**config.mk**
```make
export PLATFORM = sky130hd
export DESIGN_NAME = clint_sched
export DESIGN_NICKNAME = d
export VERILOG_FILES = /design/src/rtl/clint_sched_pkg.sv /design/src/rtl/clint_sched.sv
export SDC_FILE = /design/constraint.sdc
export NUM_CORES = 1
export LEC_CHECK = 0
export ABC_AREA = 1
export BUFFER_PORTS_ARGS = -buffer_cell sky130_fd_sc_hd__buf_2
export CORE_UTILIZATION = 44
export CTS_BUF_LIST = sky130_fd_sc_hd__clkbuf_4 sky130_fd_sc_hd__clkbuf_8
export DETAILED_ROUTE_END_ITERATION = 6
export GPL_TIMING_DRIVEN = 1
export SETUP_SLACK_MARGIN = 0.1
export SYNTH_ARGS = -nofsm -noshare
export SYNTH_HDL_FRONTEND = slang
export SYNTH_SLANG_ARGS = --single-unit
```
**constraint.sdc**
```tcl
create_clock -name clk_i -period 3.1 [get_ports clk_i]
set_input_delay 0.155 -clock clk_i [delete_from_list [all_inputs] [get_ports clk_i]]
set_output_delay 0.155 -clock clk_i [all_outputs]
set_load 0.03 [all_outputs]
```
**src/rtl/clint_sched_pkg.sv**
```systemverilog
// Shared types and constants for the CLINT periodic-tick scheduler.
// Holds the FSM state encoding, default CLINT register addresses and the disarm word.
package clint_sched_pkg;

    typedef enum logic [3:0] {
        StIdle,
        StRdHi1,
        StRdLo,
        StRdHi2,
        StCalc,
        StWrLoMax,
        StWrHi,
        StWrLo,
        StCheck,
        StWait,
        StDisLo,
        StDisHi
    } state_e;

    localparam logic [31:0] MTIMECMP_LOW_ADDR  = 32'h2000_0c00;
    localparam logic [31:0] MTIMECMP_HIGH_ADDR = 32'h2000_0c04;
    localparam logic [31:0] MTIME_LOW_ADDR     = 32'h2000_0c08;
    localparam logic [31:0] MTIME_HIGH_ADDR    = 32'h2000_0c0c;

    // Writing this to a mtimecmp word pushes the deadline out of reach.
    localparam logic [31:0] DISARM_WORD = 32'hFFFF_FFFF;

    function automatic logic is_bus_state(input state_e s);
        return s inside {StRdHi1, StRdLo, StRdHi2, StWrLoMax, StWrHi, StWrLo, StDisLo, StDisHi};
    endfunction

endpackage

```
**src/rtl/clint_sched.sv**
```systemverilog
// Wishbone master that arms CLINT mtimecmp to mtime+period and re-arms drift-free
// (previous deadline + period) on every timer interrupt.
module clint_sched
    import clint_sched_pkg::*;
#(
    parameter logic [31:0] MtimecmpLowAddr  = MTIMECMP_LOW_ADDR,
    parameter logic [31:0] MtimecmpHighAddr = MTIMECMP_HIGH_ADDR,
    parameter logic [31:0] MtimeLowAddr     = MTIME_LOW_ADDR,
    parameter logic [31:0] MtimeHighAddr    = MTIME_HIGH_ADDR
) (
    input  logic        clk_i,
    input  logic        rst_i,
    input  logic        en_i,
    input  logic [31:0] period_i,
    input  logic        timer_irq_i,
    output logic        cyc_o,
    output logic        stb_o,
    output logic [31:0] adr_o,
    output logic        we_o,
    output logic [3:0]  sel_o,
    output logic [31:0] dat_o,
    input  logic [31:0] dat_i,
    input  logic        ack_i,
    output logic        busy_o,
    output logic        armed_o,
    output logic        tick_o,
    output logic [31:0] tick_cnt_o,
    output logic [15:0] overrun_cnt_o
);

    state_e      r_state;
    logic [63:0] r_cmp;
    logic [31:0] r_hi1;
    logic [31:0] r_lo;
    logic        r_cyc;
    logic [31:0] r_adr;
    logic        r_we;
    logic [31:0] r_dat;
    logic        r_busy;
    logic        r_armed;
    logic        r_tick;
    logic [31:0] r_tick_cnt;
    logic [15:0] r_overrun_cnt;

    state_e      w_state_nxt;
    logic [63:0] w_cmp_nxt;
    logic        w_tick;
    logic        w_overrun;
    logic        w_ack;
    logic [31:0] w_period;
    logic [31:0] w_adr_nxt;
    logic        w_we_nxt;
    logic [31:0] w_dat_nxt;

    assign w_ack    = r_cyc & ack_i;
    assign w_period = (period_i == 32'd0) ? 32'd1 : period_i;

    always_comb begin
        w_state_nxt = r_state;
        w_cmp_nxt   = r_cmp;
        w_tick      = 1'b0;
        w_overrun   = 1'b0;
        unique case (r_state)
            StIdle:    if (en_i) w_state_nxt = StRdHi1;
            StRdHi1:   if (w_ack) w_state_nxt = en_i ? StRdLo : StDisLo;
            StRdLo:    if (w_ack) w_state_nxt = en_i ? StRdHi2 : StDisLo;
            StRdHi2: begin
                if (w_ack) begin
                    if (!en_i) begin
                        w_state_nxt = StDisLo;
                    end else if (dat_i != r_hi1) begin
                        // High word moved under us: the low word may belong to either epoch.
                        w_state_nxt = StRdHi1;
                    end else begin
                        w_state_nxt = StCalc;
                        w_cmp_nxt   = {dat_i, r_lo};
                    end
                end
            end
            StCalc: begin
                w_cmp_nxt   = r_cmp + {32'd0, w_period};
                w_state_nxt = StWrLoMax;
            end
            StWrLoMax: if (w_ack) w_state_nxt = en_i ? StWrHi : StDisLo;
            StWrHi:    if (w_ack) w_state_nxt = en_i ? StWrLo : StDisLo;
            StWrLo:    if (w_ack) w_state_nxt = en_i ? StCheck : StDisLo;
            StCheck: begin
                if (!en_i) begin
                    w_state_nxt = StDisLo;
                end else if (timer_irq_i) begin
                    w_cmp_nxt   = r_cmp + {32'd0, w_period};
                    w_overrun   = 1'b1;
                    w_state_nxt = StWrLoMax;
                end else begin
                    w_state_nxt = StWait;
                end
            end
            StWait: begin
                if (!en_i) begin
                    w_state_nxt = StDisLo;
                end else if (timer_irq_i) begin
                    w_cmp_nxt   = r_cmp + {32'd0, w_period};
                    w_tick      = 1'b1;
                    w_state_nxt = StWrLoMax;
                end
            end
            StDisLo:   if (w_ack) w_state_nxt = StDisHi;
            StDisHi:   if (w_ack) w_state_nxt = StIdle;
            default:   w_state_nxt = StIdle;
        endcase
    end

    // Bus signals are registered from the state being entered.
    always_comb begin
        w_adr_nxt = 32'd0;
        w_we_nxt  = 1'b0;
        w_dat_nxt = 32'd0;
        unique case (w_state_nxt)
            StRdHi1, StRdHi2: w_adr_nxt = MtimeHighAddr;
            StRdLo:           w_adr_nxt = MtimeLowAddr;
            StWrLoMax, StDisLo: begin
                w_adr_nxt = MtimecmpLowAddr;
                w_we_nxt  = 1'b1;
                w_dat_nxt = DISARM_WORD;
            end
            StWrHi: begin
                w_adr_nxt = MtimecmpHighAddr;
                w_we_nxt  = 1'b1;
                w_dat_nxt = w_cmp_nxt[63:32];
            end
            StWrLo: begin
                w_adr_nxt = MtimecmpLowAddr;
                w_we_nxt  = 1'b1;
                w_dat_nxt = w_cmp_nxt[31:0];
            end
            StDisHi: begin
                w_adr_nxt = MtimecmpHighAddr;
                w_we_nxt  = 1'b1;
                w_dat_nxt = DISARM_WORD;
            end
            default: ;
        endcase
    end

    always_ff @(posedge clk_i) begin
        if (rst_i) begin
            r_state       <= StIdle;
            r_cmp         <= 64'd0;
            r_hi1         <= 32'd0;
            r_lo          <= 32'd0;
            r_cyc         <= 1'b0;
            r_adr         <= 32'd0;
            r_we          <= 1'b0;
            r_dat         <= 32'd0;
            r_busy        <= 1'b0;
            r_armed       <= 1'b0;
            r_tick        <= 1'b0;
            r_tick_cnt    <= 32'd0;
            r_overrun_cnt <= 16'd0;
        end else begin
            r_state <= w_state_nxt;
            r_cmp   <= w_cmp_nxt;
            if (r_state == StRdHi1 && w_ack) r_hi1 <= dat_i;
            if (r_state == StRdLo && w_ack) r_lo <= dat_i;
            r_cyc   <= is_bus_state(w_state_nxt);
            r_adr   <= w_adr_nxt;
            r_we    <= w_we_nxt;
            r_dat   <= w_dat_nxt;
            r_busy  <= !(w_state_nxt == StIdle || w_state_nxt == StWait);
            r_armed <= (w_state_nxt == StWait);
            r_tick  <= w_tick;
            if (w_tick) r_tick_cnt <= r_tick_cnt + 32'd1;
            if (w_overrun && r_overrun_cnt != 16'hFFFF) r_overrun_cnt <= r_overrun_cnt + 16'd1;
        end
    end

    assign cyc_o         = r_cyc;
    assign stb_o         = r_cyc;
    assign adr_o         = r_adr;
    assign we_o          = r_we;
    assign sel_o         = 4'hF;
    assign dat_o         = r_dat;
    assign busy_o        = r_busy;
    assign armed_o       = r_armed;
    assign tick_o        = r_tick;
    assign tick_cnt_o    = r_tick_cnt;
    assign overrun_cnt_o = r_overrun_cnt;

endmodule

```
Yosys cells after proc, flatten, opt, wreduce, memory -nomap -nowiden
Cells that the tools add are included.
{ "classes": {"n_addsub": 3, "n_eq_ne": 22, "n_mux": 35, "n_bitwise": 1, "reduce_logical": 15} }
{ "ops": {"columns": ["cell", "count"], "rows": [
  ["2-to-1 mux 64 bit", 5],
  ["one-hot mux 64 bit (3 select lines)", 1],
  ["one-hot mux 30 bit (4 select lines)", 1],
  ["one-hot mux 32 bit (3 select lines)", 1],
  ["2-to-1 mux 4 bit", 18],
  ["adder 64 x 32 -> 64 bit", 1],
  ["one-hot mux 4 bit (12 select lines)", 1],
  ["adder 32 x 1 -> 32 bit (second input constant)", 1],
  ["logical NOT 32 bit", 1],
  ["2-to-1 mux 32 bit", 1],
  ["!= test 32 bit", 1],
  ["equality test 4 x 3 -> 1 bit (second input constant)", 7],
  ["equality test 4 bit (second input constant)", 7],
  ["adder 16 x 1 -> 16 bit (second input constant)", 1],
  ["equality test 4 x 2 -> 1 bit (second input constant)", 4],
  ["!= test 16 bit (second input constant)", 1],
  ["equality test 4 x 1 -> 1 bit (second input constant)", 2],
  ["logical NOT 4 bit", 2],
  ["nonzero test 8 bit", 1],
  ["OR reduction 2 bit", 3],
  ["OR reduction 3 bit", 2],
  ["2-to-1 mux 1 bit", 5],
  ["OR reduction 5 bit", 1],
  ["logical AND 1 bit", 3],
  ["other kinds (5)", 5]
]} }
{ "totals": {"ff_bits": 249, "input_bits": 69, "out_inout_bits": 122} }

Logic depth before layout (Yosys ltp)
{ "depth": {"ltp_word": 8, "mapped_depth": 22} }

Worst setup path after synthesis
Ideal clock, no wire load.
{ "synth_path": {"path_type": "input to register", "from": "input port period_i[24]", "to": "register r_dat[20] (netlist: dat_o[20])", "setup_ns": 0.118, "t_arrival_ns": 2.166, "required_time_ns": 2.982, "slack_ns": 0.816, "path_stages": 22, "n_path_buf": 0, "cell_sequence": "nor4_1 > nand4_1 > o21bai_1 > ha_1 > fa_1 > nand3_1 > nand3_1 > nand2_1 > nand2_1 > nand2_1 > nand2_1 > nand2_1 > nand2_1 > nand2_1 > nand2_1 > nand2_1 > nand2_1 > nand2_1 > nand2_1 > nand2_1 > nand2_1 > a21oi_2"} }
{ "synth_between": {"elab_chain_cells": 7} }
{ "synth_rtl": {"columns": ["item", "line", "rtl"], "rows": [
  ["from (decl)", "clint_sched.sv:14", "input logic [31:0] period_i,"],
  ["logical NOT 32 bit", "clint_sched.sv:56", "assign w_period = (period_i == 32'd0) ? 32'd1 : period_i;"],
  ["2-to-1 mux 32 bit *", "clint_sched.sv:56", null],
  ["adder 64 x 32 -> 64 bit *", "clint_sched.sv:81, clint_sched.sv:91, clint_sched.sv:102", null],
  ["2-to-1 mux 64 bit", "clint_sched.sv:90, clint_sched.sv:101", null],
  ["2-to-1 mux 64 bit", "clint_sched.sv:88", "if (!en_i) begin"],
  ["one-hot mux 64 bit (3 select lines) *", "clint_sched.sv:63", "unique case (r_state)"],
  ["one-hot mux 32 bit (3 select lines) *", "clint_sched.sv:118", "unique case (w_state_nxt)"],
  ["to (signal assigned)", "clint_sched.sv:168", "r_dat <= w_dat_nxt;"],
  ["to (decl)", "clint_sched.sv:38", "logic [31:0] r_dat;"]
]} }
Every way passes the cells marked *; elsewhere a longest branch is shown, timed or not.
A chain may end at the register's enable or synchronous reset.

Worst setup path after layout
{ "layout_path": {"from": "register r_cmp[25]", "to": "register r_dat[11] (netlist: dat_o[11])"} }
{ "layout_between": {"elab_chain_cells": 5} }
{ "layout_rtl": {"columns": ["item", "line", "rtl"], "rows": [
  ["from (decl)", "clint_sched.sv:32", "logic [63:0] r_cmp;"],
  ["from (signal assigned)", "clint_sched.sv:162", "r_cmp <= w_cmp_nxt;"],
  ["adder 64 x 32 -> 64 bit *", "clint_sched.sv:81, clint_sched.sv:91, clint_sched.sv:102", null],
  ["2-to-1 mux 64 bit", "clint_sched.sv:90, clint_sched.sv:101", null],
  ["2-to-1 mux 64 bit", "clint_sched.sv:88", null],
  ["one-hot mux 64 bit (3 select lines) *", "clint_sched.sv:63", null],
  ["one-hot mux 32 bit (3 select lines) *", "clint_sched.sv:118", null]
]} }
Marks and branches as above.

==> metrics.md <==
| Metric | Value |
|---|---|
| Ys async rst share | `0%` |
| Initial Util | `44.9%` |
| Root buf cell | `clkbuf_8` |
| Period utilization | `about 93%` |
| DR DRC count | `0` |
| Clk sink count | `220` |
| Post-placement cell count | `3,099` |
| Power share of the combinational group | `a little under a quarter` |
| Largest net degree at the start of global routing | `126` |
| Arr. time, crit path | `around 3.4 ns` |
| Syn_area_per_cell | `6.06 sq um` |
| Initial antenna violation count | `3` |
| Cell variety after synth | `58` |
| Area leader, netlist | `dfxtp_1` |
| Sw Pwr | `2.95 mW` |
| Cell mode on critical path | `nand2_1` |
| Status | `complete, no violations` |
| Crit path kind | `flop to flop` |
| WP buf/inv | `1` |
| Sw frac | `a little over a third` |
| Area of the core | `33,600 sq um` |
| Vias per cell | `5.38` |
| Antenna Nets Post-Route | `0` |
| WP data required | `3.64 ns` |
| Slowest stage delay, CP | `around 0.5 ns` |
| Crit path capture type | `flop` |
| Pin slew with the least headroom to its limit | `~0.72 ns` |
| Final wirelength | `about 64 mm` |
| TritonCTS buffer count | `42` |
| Crit-path slowest cell | `dfxtp_1` |
| FILL cells | `3,507` |
| CP Cell Sequence | `ha_1, nand2_1, inv_1, nand2_1, nand2_1, a21oi_1, o21ai_0, nand2_1, nand3_1, nand2_1, nand3_1, nand3_1, nand3_1, a21oi_2` |
| Worst skew pair latency | `roughly 0.62 ns` |
| Starting DRC count in detailed routing | `1,664` |
| WL per Instance | `~20 microns` |
| Ports | `191` |
| Top cell family by delay on the critical path | `simple AND/OR/NAND/NOR gates` |
| Die Width | `187 microns` |
| Critical path launch point type | `flop` |
| Top cells by instance count after synthesis | `nand2_1, inv_1, nor2_1, a21oi_1, dfxtp_1` |
| Yosys warns | `0` |
| RSZ-0062 raised after global routing | `true` |
| Peak supply drop | `about 0.52 mV` |
| CTS tree | `done` |
| Drt first pass iters | `6` |
| Final net count | `2,832` |
| Leak | `8.63 nW` |
| Seq/Total Area, Yosys | `between 20% and 30%` |
| Flops & latches, synth | `220` |
| Final Skew | `0.0240 ns` |
| Overflow after GRT | `0` |
| Fmax achieved | `~0.35 GHz` |
| Worst-path fanout max | `6` |
| Top post-synthesis cells by area | `dfxtp_1, nand2_1, inv_1` |
| Full die area | `35,100 sq um` |
| Syn Inst Count | `2,491` |
| Vias post-DR | `17,300` |
| First-pass GRT wire length | `96.3 mm` |
| Post-DP HPWL | `49.3 mm` |
| FP Rows | `67` |
| Sequential share of power | `37.3%` |
| Final std cells w/o fill | `3,208` |
| Final-report hold violation count | `0` |
| Final slew viol count | `0` |
| Utilization after layout | `53.8%` |
| Port bufs | `159` |
| Fraction of layout instances using a drive strength above 1 | `16.2%` |
| Die H | `187 microns` |
| Synth top area share | `just under 30%` |
| Reg clk slew, reported paths | `0.06 ns` |
| Hold crit path type | `input pin to flop` |
| Final Wtd Congestion | `roughly 1.1` |
| Internal power | `5.52 mW` |
| Final setup violation count | `0` |
| Area Growth Syn to Fin | `19.8%` |
| Clock power frac | `around two fifths` |
| Max capacitance violation total | `0` |
| Total GRT Usage | `36.2%` |
| Post-CTS Setup Repair Bufs | `0` |
| Power per cell area | `468 nW/um^2` |
| Synthesized area | `15,100 sq um` |
| CTS Buffer Depth | `3` |
| Placed cell area | `16,800 sq um` |
| Post-synth top flop | `dfxtp_1` |
| Number of synthesized flops with an enable pin | `0` |
| Total power | `8.47 mW` |
| Vias in the first global route | `16,300` |
| Slew HR | `52.1%` |
| Hold slack | `0.108 ns` |
| Minimum clock period | `2.88 ns` |
| Most frequent cell after synthesis | `nand2_1` |
| CTS H-tree depth | `2` |
| Final std cell area, no fill | `18,100 sq um` |
-- layer usage --
layer | vias to the layer above | global-route usage, % | routed length, microns
met1 | 8006 | 50.6 | 28700
met4 | 0 | 17.6 | 2950
li1 | 8430 | - | -
met3 | 117 | 5.27 | 5300
met2 | 716 | 54.4 | 26700
met5 | - | 0 | 0
-- cells by family (layout without fill, tap and decap cells) --
logic type | count (synthesis) | after routing | share of synthesized area, %
flops | 220 | 220 | 29.2
buf+inv | 468 | 706 | 13.0
other cells | 2 | 33 | 0.0497
simple gates | 1359 | 1359 | 39.8
fa+ha+maj | 35 | 35 | 2.95
xor+xnor | 27 | 27 | 1.57
compound gates | 380 | 380 | 13.5
-- final cells by class --
cell class / count / area [sq um] / share of cell area [%]
Multi-Input combinational cell: 1832 / 8880 / 49.1
Sequential cell: 220 / 4400 / 24.3
Timing Repair Buffer: 298 / 2040 / 11.3
Inverter: 334 / 1260 / 6.94
Clock buffer: 66 / 846 / 4.67
Tap cell: 448 / 561 / 3.10
Clock inverter: 8 / 104 / 0.574
Antenna cell: 2 / 5.00 / 0.0277
-- what timing repair did --
action | CTS | global route
setup endpoints to repair | 0 | 23
hold endpoints to repair | 83 | 0
gates resized for setup | 0 | 13
hold buffers | 33 | 0
-- metrics by stage --
step	setup slack [ns]	setup TNS [ns]
floorplan	0.816	0
global placement	-0.448	-4.80
detailed placement	-0.423	-5.63
CTS	0.129	0
global route	0.0997	0
finish	0.221	0
-- registers in the layout (all words and copies together), names as in the netlist --
name and count:
r_hi1 32, busy_o 1, tick_cnt_o 32, dat_o 32, tick_o 1, armed_o 1, cyc_o 1, adr_o 3
r_cmp 64, r_lo 32, overrun_cnt_o 16, we_o 1, r_state 4
-- cell usage in the layout (no fill, tap or decap), drive strengths merged, types with 2 or more instances in the layout --
| master | instances |
|---|---|
| nor4 | 23 |
| a21oi | 227 |
| nor3b | 2 |
| nor3 | 36 |
| o22ai | 3 |
| nand3b | 17 |
| a31oi | 11 |
| nand2 | 720 |
| xnor2 | 20 |
| o21bai | 7 |
| buf | 265 |
| inv | 333 |
| dlygate4sd3 | 33 |
| bufinv | 2 |
| diode | 2 |
| a21boi | 2 |
| ha | 34 |
| clkinv | 6 |
| dfxtp | 220 |
| clkbuf | 66 |
| and3 | 2 |
| nand3 | 223 |
| a22oi | 6 |
| o21ai | 110 |
| o21a | 8 |
| conb | 31 |
| nor2 | 282 |
| xor2 | 7 |
| and2 | 2 |
| or2 | 7 |
| nand4 | 44 |
-- worst paths after layout --
check	start	end	slack, ns	cells past startpoint
worst max-delay path	r_cmp[25]	dat_o[11]	0.22	14
worst min-delay path	en_i	adr_o[2]	0.11	5
worst max register to register	r_cmp[25]	dat_o[11]	0.22	14
worst min register to register	r_lo[20]	r_lo[20]	0.45	2
-- power by group through the flow --
stage | combinational (mW) | clock (mW) | sequential [mW]
CTS | 1.96 | 3.34 | 3.15
finish | 2.01 | 3.30 | 3.15
global placement | 1.91 | 0 | 3.20
global route | 2.19 | 3.45 | 3.17
detailed placement | 1.92 | 0 | 3.21
floorplan | 1.25 | 0 | 3.21
-- worst min-delay path, cell delays in order --
cell and delay [ns]:
buf_2 0.11, nand3_1 0.11, nand4_1 0.11, nor2_1 0.07, a21oi_1 0.11
No activity file was read; power rests on OpenSTA's default activity.
